File: config.mk
export PLATFORM = sky130hd
export DESIGN_NAME = uart_rx
export DESIGN_NICKNAME = d
export VERILOG_FILES = /design/src/rtl/uart_rx.sv
export SDC_FILE = /design/constraint.sdc
export NUM_CORES = 1
export LEC_CHECK = 0
export ABC_CLOCK_PERIOD_IN_PS = 5500
export CAP_MARGIN = 30
export CORE_UTILIZATION = 50
export DETAILED_ROUTE_END_ITERATION = 16
export PLACE_DENSITY = 0.71
export SYNTH_ARGS = -nofsm -noshare
export SYNTH_HDL_FRONTEND = slang
export SYNTH_SLANG_ARGS = --single-unit
File: constraint.sdc
create_clock -name clk -period 5.5 [get_ports clk]
set_clock_uncertainty 0.2 [all_clocks]
set_input_delay 0.825 -clock clk [delete_from_list [all_inputs] [get_ports clk]]
set_output_delay 0.825 -clock clk [all_outputs]
set_load 0.02 [all_outputs]
File: src/rtl/uart_rx.sv
// 8N1 UART receiver: 2-FF line synchronizer, mid-bit sampling, start-glitch rejection,
// framing-error pulse and a one-deep holding register with valid/ack and sticky overrun.
module uart_rx #(
    parameter int unsigned CLKS_PER_BIT = 5208
) (
    input  logic       clk,
    input  logic       reset,
    input  logic       uart_rxd,
    input  logic       rx_ack,
    output logic [7:0] rx_data,
    output logic       rx_valid,
    output logic       rx_busy,
    output logic       frame_error,
    output logic       overrun
);

    localparam int unsigned CntW = (CLKS_PER_BIT > 1) ? $clog2(CLKS_PER_BIT) : 1;
    localparam logic [CntW-1:0] CntLast = CntW'(CLKS_PER_BIT - 1);
    localparam logic [CntW-1:0] CntHalf = CntW'((CLKS_PER_BIT - 1) / 2);

    typedef enum logic [2:0] {
        StIdle,
        StStart,
        StData,
        StStop,
        StBreak
    } state_e;

    state_e          r_state;
    logic            r_sync1;
    logic            r_sync2;
    logic [CntW-1:0] r_cnt;
    logic [2:0]      r_idx;
    logic [7:0]      r_shift;
    logic [7:0]      r_data;
    logic            r_valid;
    logic            r_ferr;
    logic            r_ovr;

    logic w_rxd_s;
    logic w_bit_end;
    logic w_load;

    assign w_rxd_s   = r_sync2;
    assign w_bit_end = (r_cnt == CntLast);
    assign w_load    = (r_state == StStop) && w_bit_end && w_rxd_s;

    always_ff @(posedge clk) begin
        if (reset) begin
            r_state <= StIdle;
            r_sync1 <= 1'b1;
            r_sync2 <= 1'b1;
            r_cnt   <= '0;
            r_idx   <= '0;
            r_shift <= '0;
            r_data  <= '0;
            r_valid <= 1'b0;
            r_ferr  <= 1'b0;
            r_ovr   <= 1'b0;
        end else begin
            r_sync1 <= uart_rxd;
            r_sync2 <= r_sync1;
            r_ferr  <= 1'b0;

            // A load wins over ack; an ack in the same cycle only suppresses overrun.
            if (w_load) begin
                r_data  <= r_shift;
                r_valid <= 1'b1;
                if (rx_ack) begin
                    r_ovr <= 1'b0;
                end else if (r_valid) begin
                    r_ovr <= 1'b1;
                end
            end else if (rx_ack) begin
                r_valid <= 1'b0;
                r_ovr   <= 1'b0;
            end

            case (r_state)
                StIdle: begin
                    r_cnt <= '0;
                    if (!w_rxd_s) begin
                        r_state <= StStart;
                    end
                end
                StStart: begin
                    if (r_cnt == CntHalf) begin
                        r_cnt   <= '0;
                        r_idx   <= '0;
                        r_state <= w_rxd_s ? StIdle : StData;
                    end else begin
                        r_cnt <= r_cnt + 1'b1;
                    end
                end
                StData: begin
                    if (w_bit_end) begin
                        r_cnt   <= '0;
                        r_shift <= {w_rxd_s, r_shift[7:1]};
                        r_idx   <= r_idx + 1'b1;
                        if (r_idx == 3'd7) begin
                            r_state <= StStop;
                        end
                    end else begin
                        r_cnt <= r_cnt + 1'b1;
                    end
                end
                StStop: begin
                    if (w_bit_end) begin
                        r_cnt <= '0;
                        if (w_rxd_s) begin
                            r_state <= StIdle;
                        end else begin
                            r_ferr  <= 1'b1;
                            r_state <= StBreak;
                        end
                    end else begin
                        r_cnt <= r_cnt + 1'b1;
                    end
                end
                StBreak: begin
                    // Hold here until the line recovers so a stuck-low line flags only once.
                    r_cnt <= '0;
                    if (w_rxd_s) begin
                        r_state <= StIdle;
                    end
                end
                default: begin
                    r_cnt   <= '0;
                    r_state <= StIdle;
                end
            endcase
        end
    end

    assign rx_data     = r_data;
    assign rx_valid    = r_valid;
    assign rx_busy     = (r_state != StIdle);
    assign frame_error = r_ferr;
    assign overrun     = r_ovr;

endmodule

---- Yosys cells after proc, flatten, opt, wreduce, memory -nomap -nowiden ----
Index checks and enable logic that the tools add are counted.
operators by class
  eq/ne operators ......................... 13
  bitwise gates (word level) .............. 2
  muxes and demuxes ....................... 21
  reduce and logical (&&, ||, !) cells .... 13
  add/subtract/negate cells ............... 2
operator list
  operator               number
  $mux 3                 9
  $mux 13                2
  $pmux 13 s2            1
  $pmux 3 s5             1
  $add 13x1->13 const B  1
  $eq 13x12->1 const B   1
  $eq 13x13->1 const B   1
  $ne 2x2->1 const B     6
  $eq 3x2->1 const B     2
  $eq 3x3->1 const B     2
  $mux 1                 6
  $pmux 3 s2             1
  $reduce_and 6->1       1
  $reduce_bool 2->1      3
  $reduce_and 2->1       2
  $add 3x1->3 const B    1
  $eq 3x1->1 const B     1
  $logic_not 3->1        1
  $reduce_and 3->1       1
  $reduce_bool 3->1      1
  $reduce_or 3->1        1
  $logic_and 1x1->1      2
  $mux 2                 1
  $not 1->1              2
  $reduce_or 2->1        1
storage, ports and cells
  bits in registers ....................... 40
  bits of input ports ..................... 4
  logic and storage cells ................. 61
  output and inout bits ................... 12

---- Logic depth before layout (Yosys ltp) ----
  depth in word-level cells ............... 5
  mapped depth ............................ 7
  gate-level depth less buffers ........... 6

---- Worst setup path after synthesis ----
No wires, ideal clock.
  path type ............................... register -> output
  start point ............................. register r_state[0]
  end point ............................... output port rx_busy
  path buffers ............................ 1
  path slack .............................. 3.492 ns
  arrival ................................. 0.983 ns
  required time ........................... 4.475 ns
  stages on the path, launching flop included .. 3
  cell sequence ........................... dfxtp_1 -> clkbuf_1 -> or3_1
on the way
  word-level cells in the longest chain between the ends .. 1
RTL lines
  what                    RTL line  text
  from (decl)             29        state_e r_state;
  from (signal assigned)  50        r_state <= StIdle;
  from (signal assigned)  83        r_state <= StStart;
  from (signal assigned)  90        r_state <= w_rxd_s ? StIdle : StData;
  $reduce_bool 3->1       137       assign rx_busy = (r_state != StIdle);
  to (decl)               12        output logic rx_busy,
Every way passes these cells.

---- Final worst setup path ----
Same ends and word-level chain as after synthesis.

==> impl_metrics.json <==
{
  "die_y_um": 59.8,
  "combPwrFrac": 0.019,
  "reg2reg_slack_ns": 3.20,
  "intPower_mw": 0.404,
  "postCtsSetupRepairBufs": 0,
  "tritoncts": "done",
  "min_period_ns": 2.78,
  "yosysSeqAreaShare": 0.479,
  "hold_buffers": 0,
  "synthArstFlopShare": 0,
  "grt_pass1_wl_um": 5100,
  "initial_utilization": 0.538,
  "io_buffers": 15,
  "drc": 0,
  "fin_setup_tns_ns": 0,
  "fin_crit_sh": 0.506,
  "crit_arrival_ns": 1.76,
  "vdd_drop_max_mv": 0.192,
  "cts_sinks": 40,
  "diodes": 0,
  "core-area_um2": 3100,
  "firstDrtPassIters": 4,
  "setup_viol": 0,
  "worst_pin_slew_ns": 0.882,
  "ctsResizeCount": 0,
  "reg2reg_depth": 7,
  "grtUsageTotal": 0.193,
  "post-place-cells": 239,
  "rows": 20,
  "startpoint": "r_state[0]",
  "p_leak_nw": 0.626,
  "maxSlewViolCount": 0,
  "critical_path.endpoint": "rx_busy",
  "reg2reg_to": "r_shift[6]",
  "outcome": "finished clean",
  "place_congestion": 0.812,
  "power_frac_seq": 0.574,
  "cts_made_buffers": 5,
  "insertion_delay_ns": 0.36,
  "synth-seq-cells": 40,
  "drt_iter0_drc": 83,
  "wirelength_um": 3040,
  "syn-instance-count": 188,
  "stdcell_count": 247,
  "hold_class": "reg -> reg",
  "fin_area_um2": 1930,
  "die_x_um": 59.8,
  "required_ns": 4.47,
  "ys.flop_type": "dfxtp_1",
  "p_sw_mw": 0.105,
  "synth_edf_count": 0,
  "clk_path_buf_depth": 2,
  "clk_pin_slew_worst_paths_ns": 0.11,
  "switching_share": 0.206,
  "syn_avg_cell_area_um2": 8.88,
  "finalHoldViolations": 0,
  "grt_pass1_vias": 1193,
  "critPathKind": "reg -> out",
  "postRouteAntennaNets": 0,
  "syn_nets": 195,
  "cts-root-buf": "clkbuf_4",
  "critical_path.startpoint_type": "flip-flop",
  "drive_above_1_share": 0.0739,
  "cp-end-kind": "primary output",
  "holdPathStages": 1,
  "clkPwrFrac": 0.407,
  "max-cap-violations": 0,
  "grt_overflow_total": 0,
  "r2r-start": "r_cnt[0]",
  "htreeDepth": 2,
  "pin_count": 16,
  "layout.nets": 209,
  "wire_per_inst_um": 12.3,
  "yosys_warnings": 0,
  "critPathMaxFanout": 13,
  "antenna_found_initial": 0,
  "fmax_ghz": 0.360,
  "slew_headroom": 0.410,
  "power.density_nw_per_um2": 263,
  "vias_per_cell": 5.33,
  "yosys.cell_types.count": 33,
  "dp_hpwl_um": 2030,
  "rsz0062_at_grt": "no",
  "synth_area_um2": 1670,
  "place_area_um2": 1840,
  "grt_max_degree": 29,
  "fp.dieArea_um2": 3580,
  "vias": 1317,
  "syn2layout_area_growth_pct": 15.8
}
==> routing by layer <==
layer	wire length, µm	up-vias	GRT usage
met2	1350	35	0.297
li1	-	674	-
met3	130	8	0.0519
met4	70	0	0.110
met5	0	-	0
met1	1490	600	0.243
==> cells in the mapped netlist, types with 2 or more instances <==
library cell / n / area (µm²)
dfxtp_1: 40 / 801
nor2_1: 29 / 109
nand2_1: 23 / 86.3
a21oi_1: 15 / 75.1
mux2i_1: 11 / 110
nand3_1: 11 / 55.1
clkbuf_1: 7 / 26.3
nor3_1: 6 / 30.0
xnor2_1: 6 / 52.6
xor2_1: 5 / 43.8
nand2b_1: 4 / 25.0
ha_1: 3 / 37.5
or3_1: 3 / 18.8
buf_2: 2 / 10.0
nand4bb_1: 2 / 22.5
nor4bb_1: 2 / 20.0
o21ai_0: 2 / 10.0
or2_2: 2 / 12.5
==> worst min-delay path by stage <==
stage / slack, ns / to / from
final: 0.23 / r_sync2 / r_sync1
after global routing: 0.24 / r_sync2 / r_sync1
after CTS: 0.23 / r_sync2 / r_sync1
after detailed placement: 0.20 / r_sync2 / r_sync1
after global placement: 0.21 / r_sync2 / r_sync1
after floorplan: 0.19 / r_sync2 / r_sync1
==> sequential cells by signal, summed over array words and instances (netlist names) <==
register and cells:
r_cnt 13, r_shift 8, rx_data 8, r_idx 3, r_state 3, frame_error 1, overrun 1, r_sync1 1
r_sync2 1, rx_valid 1
==> through the flow <==
| step | setup WS [ns] | total power [mW] | util | hold slack [ns] |
|---|---|---|---|---|
| 2_1_floorplan | 3.49 | 0.305 | - | 0.189 |
| 3_3_place_gp | 2.76 | 0.308 | 0.593 | 0.207 |
| 3_5_place_dp | 2.66 | 0.308 | 0.594 | 0.197 |
| 4_1_cts | 2.70 | 0.512 | 0.623 | 0.230 |
| 5_1_grt | 2.65 | 0.526 | 0.623 | 0.242 |
| 6_report | 2.72 | 0.509 | 0.623 | 0.226 |
==> cells in the final DEF (no fill, tap or decap), types with 3 or more instances in the layout <==
| cell | count |
|---|---|
| a21oi_1 | 15 |
| clkbuf_4 | 5 |
| clkdlybuf4s50_1 | 15 |
| dfxtp_1 | 40 |
| ha_1 | 3 |
| mux2i_1 | 11 |
| nand2_1 | 23 |
| nand2b_1 | 4 |
| nand3_1 | 11 |
| nor2_1 | 29 |
| nor3_1 | 6 |
| or3_1 | 3 |
| xnor2_1 | 6 |
| xor2_1 | 5 |
==> cells by family after synthesis <==
group | count (synthesis) | synth area share
multiplexers | 11 | 0.0659
AO/OA/AOI/OAI | 21 | 0.0749
adder cells (fa/ha/maj) | 3 | 0.0225
buffers and inverters | 11 | 0.0285
AND/OR/NAND/NOR | 91 | 0.271
XOR/XNOR | 11 | 0.0577
flip-flops | 40 | 0.479
==> critical path, stage by stage (launching register included) <==
cell	delay, ns
dfxtp_1	0.46
or3_1	0.41
clkdlybuf4s50_1	0.54
==> power by group through the flow <==
stage	Combinational, mW	Sequential (mW)	Clock (mW)
floorplan	0.00704	0.297	0
global placement	0.00952	0.298	0
detailed placement	0.00983	0.298	0
CTS	0.00988	0.292	0.210
global route	0.0109	0.292	0.223
finish	0.00977	0.292	0.207
==> layout make-up <==
cell class,instances,area (µm²)
fill,284,1170
multi-input combinational,137,822
sequential,40,801
timing repair buffer,17,163
tap,44,55.1
clock buffer,6,51.3
clock inverter,2,38.8
inverter,1,3.75
(Power assumes the default switching activity.)
